## config.mk

```make
export PLATFORM = sky130hd
export DESIGN_NAME = booth_wallace_mac_pipe
export DESIGN_NICKNAME = d
export VERILOG_FILES = /design/src/rtl/booth_wallace_mac_pipe.sv
export SDC_FILE = /design/constraint.sdc
export NUM_CORES = 1
export LEC_CHECK = 0
export ABC_AREA = 1
export CORE_UTILIZATION = 39
export DETAILED_ROUTE_END_ITERATION = 8
export PLACE_DENSITY_LB_ADDON = 0.2
export RECOVER_POWER = 50
export SLEW_MARGIN = 20
export SYNTH_ARGS = -nofsm -noshare
export SYNTH_HDL_FRONTEND = slang
export SYNTH_SLANG_ARGS = --single-unit
```

## constraint.sdc

```tcl
create_clock -name clk -period 7.7 [get_ports clk]
set_clock_uncertainty 0.15 [all_clocks]
set_input_delay 1.54 -clock clk [delete_from_list [all_inputs] [get_ports clk]]
set_output_delay 1.54 -clock clk [all_outputs]
set_load 0.01 [all_outputs]
```

## src/rtl/booth_wallace_mac_pipe.sv

```systemverilog
`default_nettype none
// ============================================================================
// booth_wallace_mac_pipe : 3-stage radix-4 Booth / Wallace MAC with framed
// accumulation; define BOOTH_MAC_SATURATE_EN for saturating accumulation.
// Revision: 1.0
// ============================================================================
module booth_wallace_mac_pipe #(
  parameter int WIDTH_DATA = 8,
  parameter int ACC_WIDTH  = 32
) (
  input  logic                  clk,
  input  logic                  rst_n,
  input  logic                  in_valid,
  output logic                  in_ready,
  input  logic [WIDTH_DATA-1:0] weight,
  input  logic [WIDTH_DATA-1:0] feature,
  input  logic                  signed_mode,
  input  logic                  acc_first,
  input  logic                  acc_last,
  output logic                  out_valid,
  input  logic                  out_ready,
  output logic [ACC_WIDTH-1:0]  result_out,
  output logic                  sat_flag
);

  localparam int EW  = WIDTH_DATA + 1;
  localparam int NPP = WIDTH_DATA / 2 + 1;
  localparam int PW  = 2 * WIDTH_DATA + 2;
  localparam int MW  = 2 * WIDTH_DATA + 1;

  generate
    if (ACC_WIDTH < 2 * WIDTH_DATA + 1) begin : g_acc_width_check
      $error("ACC_WIDTH must be >= 2*WIDTH_DATA+1");
    end
    if ((WIDTH_DATA % 2) != 0 || WIDTH_DATA < 4) begin : g_width_check
      $error("WIDTH_DATA must be even and >= 4");
    end
  endgenerate

  logic                 r_v1, r_first1, r_last1;
  logic [PW-1:0]        r_pp1 [NPP];
  logic                 r_v2, r_first2, r_last2;
  logic [PW-1:0]        r_sum2, r_carry2;
  logic [ACC_WIDTH-1:0] r_acc, r_result;
  logic                 r_out_valid;

  logic w_stall;
  assign w_stall  = r_out_valid && !out_ready;
  assign in_ready = !w_stall;

  // Stage 1: extend operands per mode, radix-4 Booth recode of the multiplier.
  logic [EW-1:0]    w_a_ext, w_b_ext;
  logic [2*NPP:0]   w_bb;
  logic [PW-1:0]    w_a_pw;
  logic [PW-1:0]    w_pp [NPP];

  assign w_a_ext = {signed_mode & weight[WIDTH_DATA-1], weight};
  assign w_b_ext = {signed_mode & feature[WIDTH_DATA-1], feature};
  assign w_bb    = {{(2*NPP-EW){w_b_ext[EW-1]}}, w_b_ext, 1'b0};
  assign w_a_pw  = {{(PW-EW){w_a_ext[EW-1]}}, w_a_ext};

  always_comb begin
    for (int i = 0; i < NPP; i++) begin
      case (w_bb[2*i +: 3])
        3'b001, 3'b010: w_pp[i] = w_a_pw;
        3'b011:         w_pp[i] = w_a_pw << 1;
        3'b100:         w_pp[i] = -(w_a_pw << 1);
        3'b101, 3'b110: w_pp[i] = -w_a_pw;
        default:        w_pp[i] = '0;
      endcase
      w_pp[i] = w_pp[i] << (2 * i);
    end
  end

  // Stage 2: layered 3:2 compression until two rows remain.
  logic [PW-1:0] w_sum, w_carry;

  always_comb begin
    logic [PW-1:0] ops [NPP];
    logic [PW-1:0] nxt [NPP];
    int n, g, r;
    ops = r_pp1;
    nxt = r_pp1;
    n   = NPP;
    g   = 0;
    r   = 0;
    for (int lvl = 0; lvl < NPP; lvl++) begin
      if (n > 2) begin
        g = n / 3;
        r = n - 3 * g;
        for (int k = 0; k < NPP; k++) nxt[k] = '0;
        for (int k = 0; k < NPP / 3; k++) begin
          if (k < g) begin
            nxt[2*k]   = ops[3*k] ^ ops[3*k+1] ^ ops[3*k+2];
            nxt[2*k+1] = ((ops[3*k] & ops[3*k+1]) | (ops[3*k] & ops[3*k+2]) |
                          (ops[3*k+1] & ops[3*k+2])) << 1;
          end
        end
        for (int j = 0; j < 2; j++) begin
          if (j < r) nxt[2*g+j] = ops[3*g+j];
        end
        ops = nxt;
        n   = 2 * g + r;
      end
    end
    w_sum   = ops[0];
    w_carry = ops[1];
  end

  // Stage 3: the true product always fits in MW signed bits for either mode.
  logic [PW-1:0]        w_total;
  logic                 w_unused_msb;
  logic [ACC_WIDTH-1:0] w_prod, w_acc_next;

  assign w_total      = r_sum2 + r_carry2;
  assign w_unused_msb = w_total[PW-1];
  assign w_prod       = {{(ACC_WIDTH-MW){w_total[MW-1]}}, w_total[MW-1:0]};

`ifdef BOOTH_MAC_SATURATE_EN
  logic [ACC_WIDTH:0] w_wide;
  logic               w_ovf, w_sat_next;
  logic               r_sat, r_sat_out;

  assign w_wide = {r_acc[ACC_WIDTH-1], r_acc} + {w_prod[ACC_WIDTH-1], w_prod};
  assign w_ovf  = w_wide[ACC_WIDTH] ^ w_wide[ACC_WIDTH-1];

  always_comb begin
    w_acc_next = w_wide[ACC_WIDTH-1:0];
    w_sat_next = r_sat;
    if (r_first2) begin
      w_acc_next = w_prod;
      w_sat_next = 1'b0;
    end else if (w_ovf) begin
      w_acc_next = w_wide[ACC_WIDTH] ? {1'b1, {(ACC_WIDTH-1){1'b0}}}
                                     : {1'b0, {(ACC_WIDTH-1){1'b1}}};
      w_sat_next = 1'b1;
    end
  end

  always_ff @(posedge clk) begin
    if (!rst_n) begin
      r_sat     <= 1'b0;
      r_sat_out <= 1'b0;
    end else if (!w_stall && r_v2) begin
      r_sat <= w_sat_next;
      if (r_last2) r_sat_out <= w_sat_next;
    end
  end

  assign sat_flag = r_sat_out;
`else
  assign w_acc_next = r_first2 ? w_prod : r_acc + w_prod;
  assign sat_flag   = 1'b0;
`endif

  always_ff @(posedge clk) begin
    if (!rst_n) begin
      r_v1        <= 1'b0;
      r_first1    <= 1'b0;
      r_last1     <= 1'b0;
      for (int i = 0; i < NPP; i++) r_pp1[i] <= '0;
      r_v2        <= 1'b0;
      r_first2    <= 1'b0;
      r_last2     <= 1'b0;
      r_sum2      <= '0;
      r_carry2    <= '0;
      r_acc       <= '0;
      r_result    <= '0;
      r_out_valid <= 1'b0;
    end else if (!w_stall) begin
      r_v1     <= in_valid;
      r_first1 <= acc_first;
      r_last1  <= acc_last;
      r_pp1    <= w_pp;
      r_v2     <= r_v1;
      r_first2 <= r_first1;
      r_last2  <= r_last1;
      r_sum2   <= w_sum;
      r_carry2 <= w_carry;
      if (r_v2) r_acc <= w_acc_next;
      // A completing last beat re-arms out_valid in the same cycle it is consumed.
      if (r_v2 && r_last2) begin
        r_out_valid <= 1'b1;
        r_result    <= w_acc_next;
      end else begin
        r_out_valid <= 1'b0;
      end
    end
  end

  assign out_valid  = r_out_valid;
  assign result_out = r_result;

endmodule
`default_nettype wire

```

==> flow_summary.yaml <==
outcome:
  status: "complete, but fails checks"
  violations: "capacitance limit, slew limit"
power:
  p_seq_share_pct: 38.6
  p_clk_share_pct: 33.8
  fin_total_pwr_mw: 2.47
  combPwrFrac_pct: 27.6
  powerDensity_nw_per_um2: 205
  p_sw_mw: 0.859
  intPower_mw: 1.61
  switching_share_pct: 34.7
  static-leakage-power_nw: 5.82
  ir_drop_mv: 0.111
floorplan:
  design.core.area_sq_um: 27000
  io_pins: 58
  die_width_um: 168
  fp-row-count: 60
  initial_core_util_pct: 39.8
  die_area_sq_um: 28200
  fp.dieH_um: 168
yosys:
  synth-edff-count: 0
  ys_warn_count: 0
  synthArstFlopShare_pct: 0
  avgSynthCellArea_sq_um: 6.71
  synth_fp_nets: 1712
  post-synth-top-area-cell: "dfxtp_1"
  synth_cell_type_count: 51
  synth_flop_cell: "dfxtp_1"
  synth.cell_area_sq_um: 10800
  synth_area_leaders: "dfxtp_1, nand2_1, nor2_1"
  synth_top_area_share_pct: 30.7
  yosysSeqAreaShare_pct: 30.7
  ys_seq_elements: 165
  synthCells: 1603
global_routing:
  met3_usage_pct: 2.75
  grt_busiest_layer: "met2"
  grt_pass1_vias: 9763
  grt_pass1_wl_um: 50200
  grtUsageMet2_pct: 39.3
  grt_max_degree: 104
  grt_overflow: 0
  grtUsageMet1_pct: 28.5
  antenna_found_initial: 0
  track_usage_pct: 22.3
worst_setup_path:
  criticalPathCategory: "in -> reg"
  critPathArrivalTime_ps: 6030
  crit_required_ps: 7820
  critPathCaptureType: "flip-flop"
  crit_fanout: 103
  worstSetupStartpointType: "input pin"
clock_tree:
  cts-root-buf: "clkbuf_16"
  cts_buffers: 17
  cts_setup_buffers: 0
  postCtsHoldBufs: 0
  cts_resized: 0
  path_clk_slew_ps: 70
  cts_sinks: 165
  htreeDepth: 4
  clock_latency_ps: 430
  clk_path_buf_depth: 2
  cts_tree: "done"
timing:
  min_period_ps: 5920
  slew_violations: 141
  tightest_slew_ps: 4020
  hold_violations: 0
  max_freq_ghz: 0.169
  min_period_over_period_pct: 76.9
  slew_headroom_pct: -168
  rsz0062_at_grt: "false"
  setup-tns-final_ps: 0
  setup_violations: 0
detailed_routing:
  vias: 10200
  wire_per_inst_um: 15.5
  drt_first_pass_iters: 5
  ant_nets: 0
  drt-initial-drc-count: 676
  totalWireLength_um: 30500
  drt_drc_violations_left: 0
  vias_per_cell: 5.17
cells_and_area:
  final_area_sq_um: 12000
  nNetsFinal: 1730
  finalCoreUtilization_pct: 44.6
  fillers: 2894
  areaGrowthSynthToFinish_pct: 12.1
  final_common_cell: "nand2_1"
  diodes: 0
  layout_common_cells: "nand2_1, nor2_1, inv_1"
  drive_above_1_share_pct: 4.41
  stdcell_count: 1975
placement:
  placed_cell_area_sq_um: 11500
  dpl.hpwl_um: 22800
  post-place-cells: 1943
  portBuffers: 56
  gp_congestion: 0.958
job:
  maxCapViolCount: 2
worst_hold_path:
  hp-class: "reg -> reg"
[layout make-up]
| class | count | area, sq um | share of cell area, % |
|---|---|---|---|
| inverter | 184 | 697 | 5.78 |
| clock inverter | 12 | 120 | 0.997 |
| sequential | 165 | 3300 | 27.4 |
| multi-input combinational | 1192 | 6460 | 53.7 |
| tap | 341 | 427 | 3.54 |
| timing repair buffer | 61 | 591 | 4.90 |
| clock buffer | 20 | 447 | 3.71 |
[cells by family (layout without fill, tap and decap cells)]
logic type | Yosys count | count (layout) | synth area share [%]
xor+xnor | 20 | 20 | 1.77
compound gates | 315 | 315 | 16.3
simple gates | 770 | 770 | 29.7
buf+inv | 246 | 277 | 9.19
flops | 165 | 165 | 30.7
fa+ha+maj | 86 | 86 | 12.2
other cells | 1 | 1 | 0.0349
[through the flow]
| step | hold slack (ps) | setup WS, ps |
|---|---|---|
| 2_1_floorplan | 278 | 3760 |
| 3_3_place_gp | 287 | 2190 |
| 3_5_place_dp | 303 | 2080 |
| 4_1_cts | 313 | 2540 |
| 5_1_grt | 345 | 1260 |
| 6_report | 307 | 1780 |
[layer usage]
layer	vias to the layer above	part of all wire [%]
met3	26	3.2
li1	5231	-
met1	4755	46
met4	0	1.7
met5	-	0
met2	199	49
[cell usage after synthesis (4+ instances only)]
| cell type | number |
|---|---|
| nand2_1 | 363 |
| nor2_1 | 253 |
| inv_1 | 173 |
| dfxtp_1 | 165 |
| o21ai_0 | 119 |
| a21oi_1 | 116 |
| nand3_1 | 99 |
| ha_1 | 54 |
| clkbuf_1 | 37 |
| o22ai_1 | 36 |
| fa_1 | 32 |
| buf_2 | 12 |
| xnor2_1 | 12 |
| nand4_1 | 10 |
| nor3_1 | 10 |
| o21ai_1 | 10 |
| inv_2 | 9 |
| nand2_2 | 7 |
| o211ai_1 | 7 |
| nand3b_1 | 6 |
| o21bai_1 | 6 |
| xor2_1 | 6 |
| buf_1 | 5 |
| buf_6 | 4 |
| o221ai_1 | 4 |
| or2_2 | 4 |
[worst max-delay path, stage by stage]
cell and delay, ps:
dlygate4sd3_1 570, nor2_4 120, clkbuf_1 2810, nor2_1 520
nand2_1 320, a21oi_1 100
[sequential cells by signal (all words and copies together) (netlist names), 12 cells and up]
| name | flops |
|---|---|
| r_acc | 32 |
| r_carry2 | 12 |
| r_pp1 | 65 |
| r_sum2 | 17 |
| result_out | 32 |
[power groups by stage]
stage / sequential, mW / clock, mW / combinational (mW)
floorplan: 0.964 / 0 / 0.491
global route: 0.963 / 0.892 / 0.774
global placement: 0.972 / 0 / 0.677
detailed placement: 0.975 / 0 / 0.679
finish: 0.955 / 0.837 / 0.682
CTS: 0.955 / 0.858 / 0.683
[final timing paths]
path,start,end,slack [ps],cells after the start
setup reg to reg,out_valid,r_pp1[72],3080,6
setup / recovery,out_ready,r_pp1[72],1780,6
hold / removal,r_pp1[16],r_pp1[16],310,2
hold reg to reg,r_pp1[16],r_pp1[16],310,2
No activity file was read; power rests on OpenSTA's default activity.
